### src/rtl/adder_pkg.sv
// Shared definitions for the byte accumulator: data width and FSM state encoding.
package adder_pkg;

    localparam int DATA_W = 8;

    typedef enum logic {
        ACCUM = 1'b0,
        HOLD  = 1'b1
    } adder_state_e;

endpackage

### src/rtl/adder.sv
// Plain combinational DATA_W-bit adder; the sum wraps and carry-out is derived by the caller.
module adder
    import adder_pkg::*;
(
    input  logic [DATA_W-1:0] a_in,
    input  logic [DATA_W-1:0] b_in,
    output logic [DATA_W-1:0] sum
);

    assign sum = a_in + b_in;

endmodule

### src/rtl/adder_accum.sv
// Frame accumulator: sums operand bytes until in_last, then holds the result for the consumer.
// Options: USE_POWER_PINS adds vdd/vss; ADDER_ACCUM_SAT_EN clamps acc to 8'hFF on carry-out.
module adder_accum
    import adder_pkg::*;
#(
    parameter int CNT_W = 4
) (
`ifdef USE_POWER_PINS
    inout  wire               vdd,
    inout  wire               vss,
`endif
    input  logic              wb_clk_i,
    input  logic              wb_rst_i,
    input  logic              in_valid,
    output logic              in_ready,
    input  logic [DATA_W-1:0] in_data,
    input  logic              in_last,
    output logic              out_valid,
    input  logic              out_ready,
    output logic [DATA_W-1:0] out_data,
    output logic              out_ovf,
    output logic [CNT_W-1:0]  out_cnt,
    output adder_state_e      state_dbg
);

    // Handshakes: a beat transfers on a rising edge where valid and ready are both high;
    // in_ready depends only on state, never on in_valid, and out_* stay frozen while out_valid waits.

    adder_state_e      state;
    adder_state_e      state_next;
    logic [DATA_W-1:0] acc;
    logic [DATA_W-1:0] acc_next;
    logic [DATA_W-1:0] sum;
    logic              ovf;
    logic [CNT_W-1:0]  cnt;
    logic              carry;
    logic              accept;
    logic              drain;

    adder u_adder (
        .a_in (acc),
        .b_in (in_data),
        .sum  (sum)
    );

    assign carry = (acc[DATA_W-1] & in_data[DATA_W-1])
                 | ((acc[DATA_W-1] ^ in_data[DATA_W-1]) & ~sum[DATA_W-1]);

    assign accept = in_valid && (state == ACCUM);
    assign drain  = out_ready && (state == HOLD);

`ifdef ADDER_ACCUM_SAT_EN
    assign acc_next = carry ? {DATA_W{1'b1}} : sum;
`else
    assign acc_next = sum;
`endif

    always_ff @(posedge wb_clk_i) begin
        if (wb_rst_i) begin
            state <= ACCUM;
        end else begin
            state <= state_next;
        end
    end

    always_comb begin
        state_next = state;
        case (state)
            ACCUM:   if (accept && in_last) state_next = HOLD;
            HOLD:    if (out_ready)         state_next = ACCUM;
            default:                        state_next = ACCUM;
        endcase
    end

    // Reset gates the outputs directly so they read idle even before the first clock edge.
    always_comb begin
        in_ready  = 1'b1;
        out_valid = 1'b0;
        out_data  = '0;
        out_ovf   = 1'b0;
        out_cnt   = '0;
        if (!wb_rst_i) begin
            in_ready  = (state == ACCUM);
            out_valid = (state == HOLD);
            out_data  = acc;
            out_ovf   = ovf;
            out_cnt   = cnt;
        end
    end

    always_ff @(posedge wb_clk_i) begin
        if (wb_rst_i || drain) begin
            acc <= '0;
            ovf <= 1'b0;
            cnt <= '0;
        end else if (accept) begin
            acc <= acc_next;
            ovf <= ovf | carry;
            if (cnt != {CNT_W{1'b1}}) begin
                cnt <= cnt + 1'b1;
            end
        end
    end

    assign state_dbg = state;

endmodule

### config.mk
export PLATFORM = sky130hd
export DESIGN_NAME = adder_accum
export DESIGN_NICKNAME = d
export VERILOG_FILES = /design/src/rtl/adder_pkg.sv /design/src/rtl/adder.sv /design/src/rtl/adder_accum.sv
export SDC_FILE = /design/constraint.sdc
export NUM_CORES = 1
export LEC_CHECK = 0
export BUFFER_PORTS_ARGS = -buffer_cell sky130_fd_sc_hd__buf_4
export CAP_MARGIN = 15
export CORE_ASPECT_RATIO = 1.75
export CORE_MARGIN = 5
export CORE_UTILIZATION = 30
export DETAILED_ROUTE_END_ITERATION = 16
export GPL_TIMING_DRIVEN = 0
export HOLD_SLACK_MARGIN = 0.02
export PLACE_DENSITY_LB_ADDON = 0.15
export SKIP_CTS_REPAIR_TIMING = 1
export SYNTH_ARGS = -nofsm -noshare
export SYNTH_HDL_FRONTEND = slang
export SYNTH_SLANG_ARGS = --single-unit
### constraint.sdc
create_clock -name wb_clk_i -period 2.5 [get_ports wb_clk_i]
set_input_delay 0.125 -clock wb_clk_i [delete_from_list [all_inputs] [get_ports wb_clk_i]]
set_output_delay 0.125 -clock wb_clk_i [all_outputs]
set_load 0.005 [all_outputs]
Word level (Yosys, flattened, before mapping)
Cells that the tools add are included.
Word-level totals
  bits in read-only memories: 0
  word-level logic and storage cells: 27
  memories kept: 0
  output and inout bits: 16
  bits in latches: 0
  bits in registers: 14
  RAM bits: 0
Cells by class
  bitwise logic cells: 7
  equal/unequal tests: 1
  add/sub/neg operators: 2
  shift-type cells: 0
  multiply operators: 0
  multiplexer cells: 8
  divide/modulo/power cells: 0
  order comparisons: 0
  reduce and logical (&&, ||, !) cells: 5
Operators with widths (number)
  8-bit adder: 1
  8-bit two-way mux: 1
  1-bit two-way mux: 5
  4-bit by 1-bit adder with 4-bit output, second input constant: 1
  4-bit two-way mux: 1
  4-bit inequality test, second input constant: 1
  1-bit logical AND: 3
  1-bit AND: 2
  1-bit NOT: 2
  1-bit bitwise OR: 2
  1-bit one-hot mux with 2 select lines: 1
  2-bit AND reduction: 1
  1-bit logical OR: 1
  1-bit bitwise XOR: 1

Logic depth before layout (Yosys ltp)
  word-level depth: 5
  depth in mapped cells: 9
  mapped depth without buffers: 9

Cells and area by module
From an unflattened synthesis, not the netlist that was laid out.
Second synthesis, totals
  cell total of the unflattened synthesis: 125
  area, all modules: 1001.0 µm²
By module, submodules not included
  adder_accum: times used 1, area an instance 669.4 µm², seq. area each 280.3 µm², cells each 83
  adder: times used 1, area an instance 331.6 µm², seq. area each 0.0 µm², cells each 42

Worst setup path after synthesis
No wires, ideal clock.
  path type: reg-to-reg
  from: register acc[1]
  to: register acc[7]
  data required time: 2.414 ns
  setup time: 0.086 ns
  stages on the path, launching flop included: 8
  path buffers: 0
  data arrival time: 1.896 ns
  clock period less this slack: 1.981 ns
  slack: 0.519 ns
  cells stage by stage: dfxtp_1 ha_1 a211o_1 a21o_1 a21oi_1 o21a_1 fa_1 a211oi_1
Between the ends
  cells in the longest elaborated chain, start to end: 1
Ends and longest elaborated chain
  start: declaration: line adder_accum.sv:31  | logic [DATA_W-1:0] acc;
  start signal: assignment: line adder_accum.sv:97  | acc <= acc_next;
  8-bit adder: line adder.sv:10  | assign sum = a_in + b_in;
No other way between the ends.
A chain may end at the register's enable or synchronous reset.

Final worst setup path
Same ends and word-level chain as after synthesis.

==> metrics.txt <==
# TYPE chip_impl_metric gauge
chip_impl_info{name="outcome",value="finished clean"} 1
chip_impl_metric{name="initial_core_util",unit="%"} 31.21
chip_impl_metric{name="tightest_slew",unit="ns"} 0.5177
chip_impl_metric{name="overflow",unit=""} 0
chip_impl_metric{name="die_height",unit="um"} 86.03
chip_impl_metric{name="placedInstanceArea",unit="sq um"} 1255
chip_impl_metric{name="timing.critical_path.required",unit="ns"} 2.66
chip_impl_metric{name="antenna_violating_nets_left",unit=""} 0
chip_impl_metric{name="final_critical_path_setup_slack",unit="ns"} 0.3716
chip_impl_info{name="synth_top_cells_by_count",value="sky130_fd_sc_hd__dfxtp_1 (14), sky130_fd_sc_hd__nor2b_1 (14), sky130_fd_sc_hd__nor2_1 (12), sky130_fd_sc_hd__a21oi_1 (9), sky130_fd_sc_hd__nand2_1 (9)"} 1
chip_impl_metric{name="worst_clock_skew",unit="ns"} 0.0008529
chip_impl_metric{name="area_share_of_the_largest_cell_type_after_synthesis",unit="%"} 28.28
chip_impl_metric{name="vdd_drop_max",unit="mV"} 0.2484
chip_impl_info{name="grt_setup_unrepaired",value="no"} 1
chip_impl_metric{name="clk_path_buf_depth",unit=""} 2
chip_impl_metric{name="cts_max_level",unit=""} 1
chip_impl_metric{name="p_leak",unit="nW"} 0.6041
chip_impl_metric{name="crit_fanout",unit=""} 4
chip_impl_metric{name="boundaryPins",unit=""} 29
chip_impl_metric{name="layout.core_utilization",unit="%"} 41.25
chip_impl_metric{name="maxSlewHeadroom",unit="%"} 65.48
chip_impl_metric{name="tns",unit="ns"} 0
chip_impl_metric{name="synth-seq-cells",unit=""} 14
chip_impl_metric{name="max_cap_viol_count",unit=""} 0
chip_impl_info{name="post_synth_main_area_contributors",value="sky130_fd_sc_hd__dfxtp_1 (28%), sky130_fd_sc_hd__ha_1 (10%), sky130_fd_sc_hd__nor2b_1 (8.8%)"} 1
chip_impl_metric{name="area_growth_syn_to_layout",unit="%"} 32.20
chip_impl_metric{name="setup_violations",unit=""} 0
chip_impl_info{name="critPathKind",value="reg -> reg"} 1
chip_impl_metric{name="fin_cells",unit=""} 193
chip_impl_info{name="crit_chain",value="ha_1 > a211o_1 > a21o_1 > a21oi_1 > o21a_1 > fa_1 > a211oi_1"} 1
chip_impl_metric{name="finalHoldViolCount",unit=""} 0
chip_impl_metric{name="number_of_stages_on_the_worst_hold_path",unit=""} 3
chip_impl_metric{name="vias_per_cell",unit=""} 4.777
chip_impl_info{name="timing.rr.start",value="acc[1]"} 1
chip_impl_metric{name="synthesis.yosys.warnings",unit=""} 0
chip_impl_info{name="worst_hold_startpoint",value="in_last"} 1
chip_impl_metric{name="port_buffers",unit=""} 28
chip_impl_metric{name="worstSkewPairLatency",unit="ns"} 0.25
chip_impl_metric{name="vias_in_the_first_global_route",unit=""} 940
chip_impl_metric{name="timing.final.max_slew_violations",unit=""} 0
chip_impl_info{name="critical_path.startpoint_type",value="flop"} 1
chip_impl_metric{name="global_route.usage.total",unit="%"} 11.88
chip_impl_metric{name="critical_path.max_stage_delay",unit="ns"} 0.42
chip_impl_metric{name="post_route_cells_drive_above_1_share",unit="%"} 23.33
chip_impl_info{name="cell_chosen_for_the_clock_root",value="sky130_fd_sc_hd__clkbuf_8"} 1
chip_impl_metric{name="postSynthAreaPerCell",unit="sq um"} 8.398
chip_impl_metric{name="number_of_antenna_violations_at_the_first_check_in_global_routing",unit=""} 0
chip_impl_metric{name="seq_area_frac_synth",unit="%"} 28.28
chip_impl_metric{name="fmaxAchievable",unit="MHz"} 469.8
chip_impl_metric{name="placed_cells_incl_taps",unit=""} 189
chip_impl_metric{name="coreArea",unit="sq um"} 3176
chip_impl_metric{name="clkTransAtPathRegs",unit="ns"} 0.06
chip_impl_metric{name="num_vias",unit=""} 922
chip_impl_metric{name="post_dr_wirelength_cell",unit="um"} 12.73
chip_impl_metric{name="depth_of_the_most_critical_reg_to_reg_path",unit=""} 7
chip_impl_metric{name="fillCellCount",unit=""} 367
chip_impl_info{name="clock_tree_from_tritoncts",value="done"} 1
chip_impl_metric{name="cts_inserted_buffers",unit=""} 3
chip_impl_metric{name="power_density",unit="nW/um^2"} 538.3
chip_impl_info{name="synth_area_leader_cell",value="sky130_fd_sc_hd__dfxtp_1"} 1
chip_impl_metric{name="final_period_minus_worst_setup_slack",unit="ns"} 2.128
chip_impl_metric{name="dieWidth",unit="um"} 53.45
chip_impl_metric{name="drt-pass1-iter-count",unit=""} 4
chip_impl_info{name="hold_crit_endpoint",value="state_dbg"} 1
chip_impl_metric{name="detailedPlace.worstSlack",unit="ns"} 0.3639
chip_impl_metric{name="design.die.area",unit="sq um"} 4598
chip_impl_info{name="worst_path_max_delay_cell",value="sky130_fd_sc_hd__fa_1"} 1
chip_impl_metric{name="synth-edff-count",unit=""} 0
chip_impl_info{name="setup.worst_path.end_class",value="flop"} 1
chip_impl_metric{name="cp_data_arrival_time",unit="ns"} 2.29
chip_impl_metric{name="synth_cell_types",unit=""} 31
chip_impl_metric{name="async_reset_ff_share",unit="%"} 0
chip_impl_metric{name="synthesis.area",unit="sq um"} 991.0
chip_impl_metric{name="dp_hpwl",unit="um"} 1933
chip_impl_info{name="r2r-end",value="acc[7]"} 1
chip_impl_metric{name="finalNetCount",unit=""} 174
chip_impl_metric{name="post-route-drc-count",unit=""} 0
chip_impl_metric{name="grt_max_degree",unit=""} 11
chip_impl_info{name="worstHoldPathType",value="in -> reg"} 1
chip_impl_metric{name="wl",unit="um"} 2457
chip_impl_metric{name="drt-initial-drc-count",unit=""} 15
chip_impl_metric{name="grt_first_pass_wirelength",unit="um"} 4084
chip_impl_info{name="dominantRegCellSynth",value="sky130_fd_sc_hd__dfxtp_1"} 1
chip_impl_metric{name="post-route-period-util",unit="%"} 85.14
chip_impl_metric{name="sink_count",unit=""} 14
chip_impl_metric{name="synthesized_netlist_net_count",unit=""} 141
chip_impl_metric{name="insertedDiodeCount",unit=""} 0
chip_impl_metric{name="post-route-cell-area",unit="sq um"} 1310
chip_impl_metric{name="r2r_setup_slack",unit="ns"} 0.37
chip_impl_metric{name="placementRows",unit=""} 27
chip_impl_metric{name="finalWeightedCongestion",unit=""} 0.7007
chip_impl_metric{name="netlist_instances",unit=""} 118
==> worst max path at each step <==
stage	from	slack, ns	depth (start not counted)	to
global placement	acc[1]	0.39	7	acc[7]
floorplan	acc[1]	0.52	7	acc[7]
CTS	acc[1]	0.35	7	acc[7]
finish	acc[1]	0.37	7	acc[7]
detailed placement	acc[1]	0.36	7	acc[7]
global route	acc[1]	0.17	7	acc[7]
==> layer usage <==
metal	routed length (um)	vias to the layer above	global-route usage [%]
met3	127	5	2.261
met5	0	-	0
met2	1325	20	23.02
met4	48	0	4.884
met1	957	416	11.36
li1	-	481	-
==> cells by family after synthesis <==
| kind of cell | Yosys count | share of synthesized area (%) |
|---|---|---|
| AND/OR/NAND/NOR | 52 | 29.29 |
| AO/OA/AOI/OAI | 28 | 19.19 |
| flip-flops | 14 | 28.28 |
| adder cells (fa/ha/maj) | 10 | 14.14 |
| buffers and inverters | 8 | 3.283 |
| XOR/XNOR | 3 | 2.652 |
| multiplexers | 3 | 3.157 |
==> cells in the final DEF (no fill, tap or decap), drive strengths merged, types with 2 or more instances in the layout <==
cell type	Yosys	final
nor2	12	12
buf	3	31
dfxtp	14	14
ha	8	8
nand2	9	9
nor2b	14	14
a211oi	4	4
clkbuf	2	6
a21oi	9	9
a211o	4	4
inv	3	3
fa	2	2
xnor2	3	3
nor3b	4	4
o21a	3	3
mux2i	2	2
a31oi	2	2
nand3	3	3
nand2b	3	3
o21ai	2	2
nor3	2	2
a21o	3	3
==> worst max-delay path, delay by kind of cell (launching register included) <==
family | cells | cell delay (ns)
DFF | 1 | 0.38
adders and majority gates | 2 | 0.69
AOI/OAI and AO/OA | 5 | 0.98
==> registers in the layout, summed over array words and instances (netlist names) <==
name / count
acc: 8
cnt: 4
ovf: 1
state_dbg: 1
==> area by class of cell <==
| class | instances | area, sq um | share of cell area, % |
|---|---|---|---|
| well taps | 43 | 53.80 | 4.107 |
| flip-flops and latches | 14 | 280.3 | 21.39 |
| multi-input cells | 96 | 678.2 | 51.77 |
| repair buffers | 28 | 210.2 | 16.05 |
| inverters | 3 | 11.26 | 0.8596 |
| plain buffers | 5 | 21.27 | 1.624 |
| clock buffers | 4 | 55.05 | 4.202 |
==> through the flow <==
stage                     power [mW]  hold slack (ns)
after floorplan               0.4149           0.2656
after global placement        0.4830           0.3632
after detailed placement      0.4871           0.3709
after CTS                     0.7175           0.1101
after global routing          0.7555           0.1465
final                         0.7051           0.1099
==> report_power, final <==
group	total, mW	internal [mW]	switching [mW]
combinational	0.220	0.113	0.107
clock	0.225	0.140	0.0850
sequential	0.261	0.245	0.0161
total	0.705	0.497	0.208
Note: power is estimated with default switching activity, not from simulation.
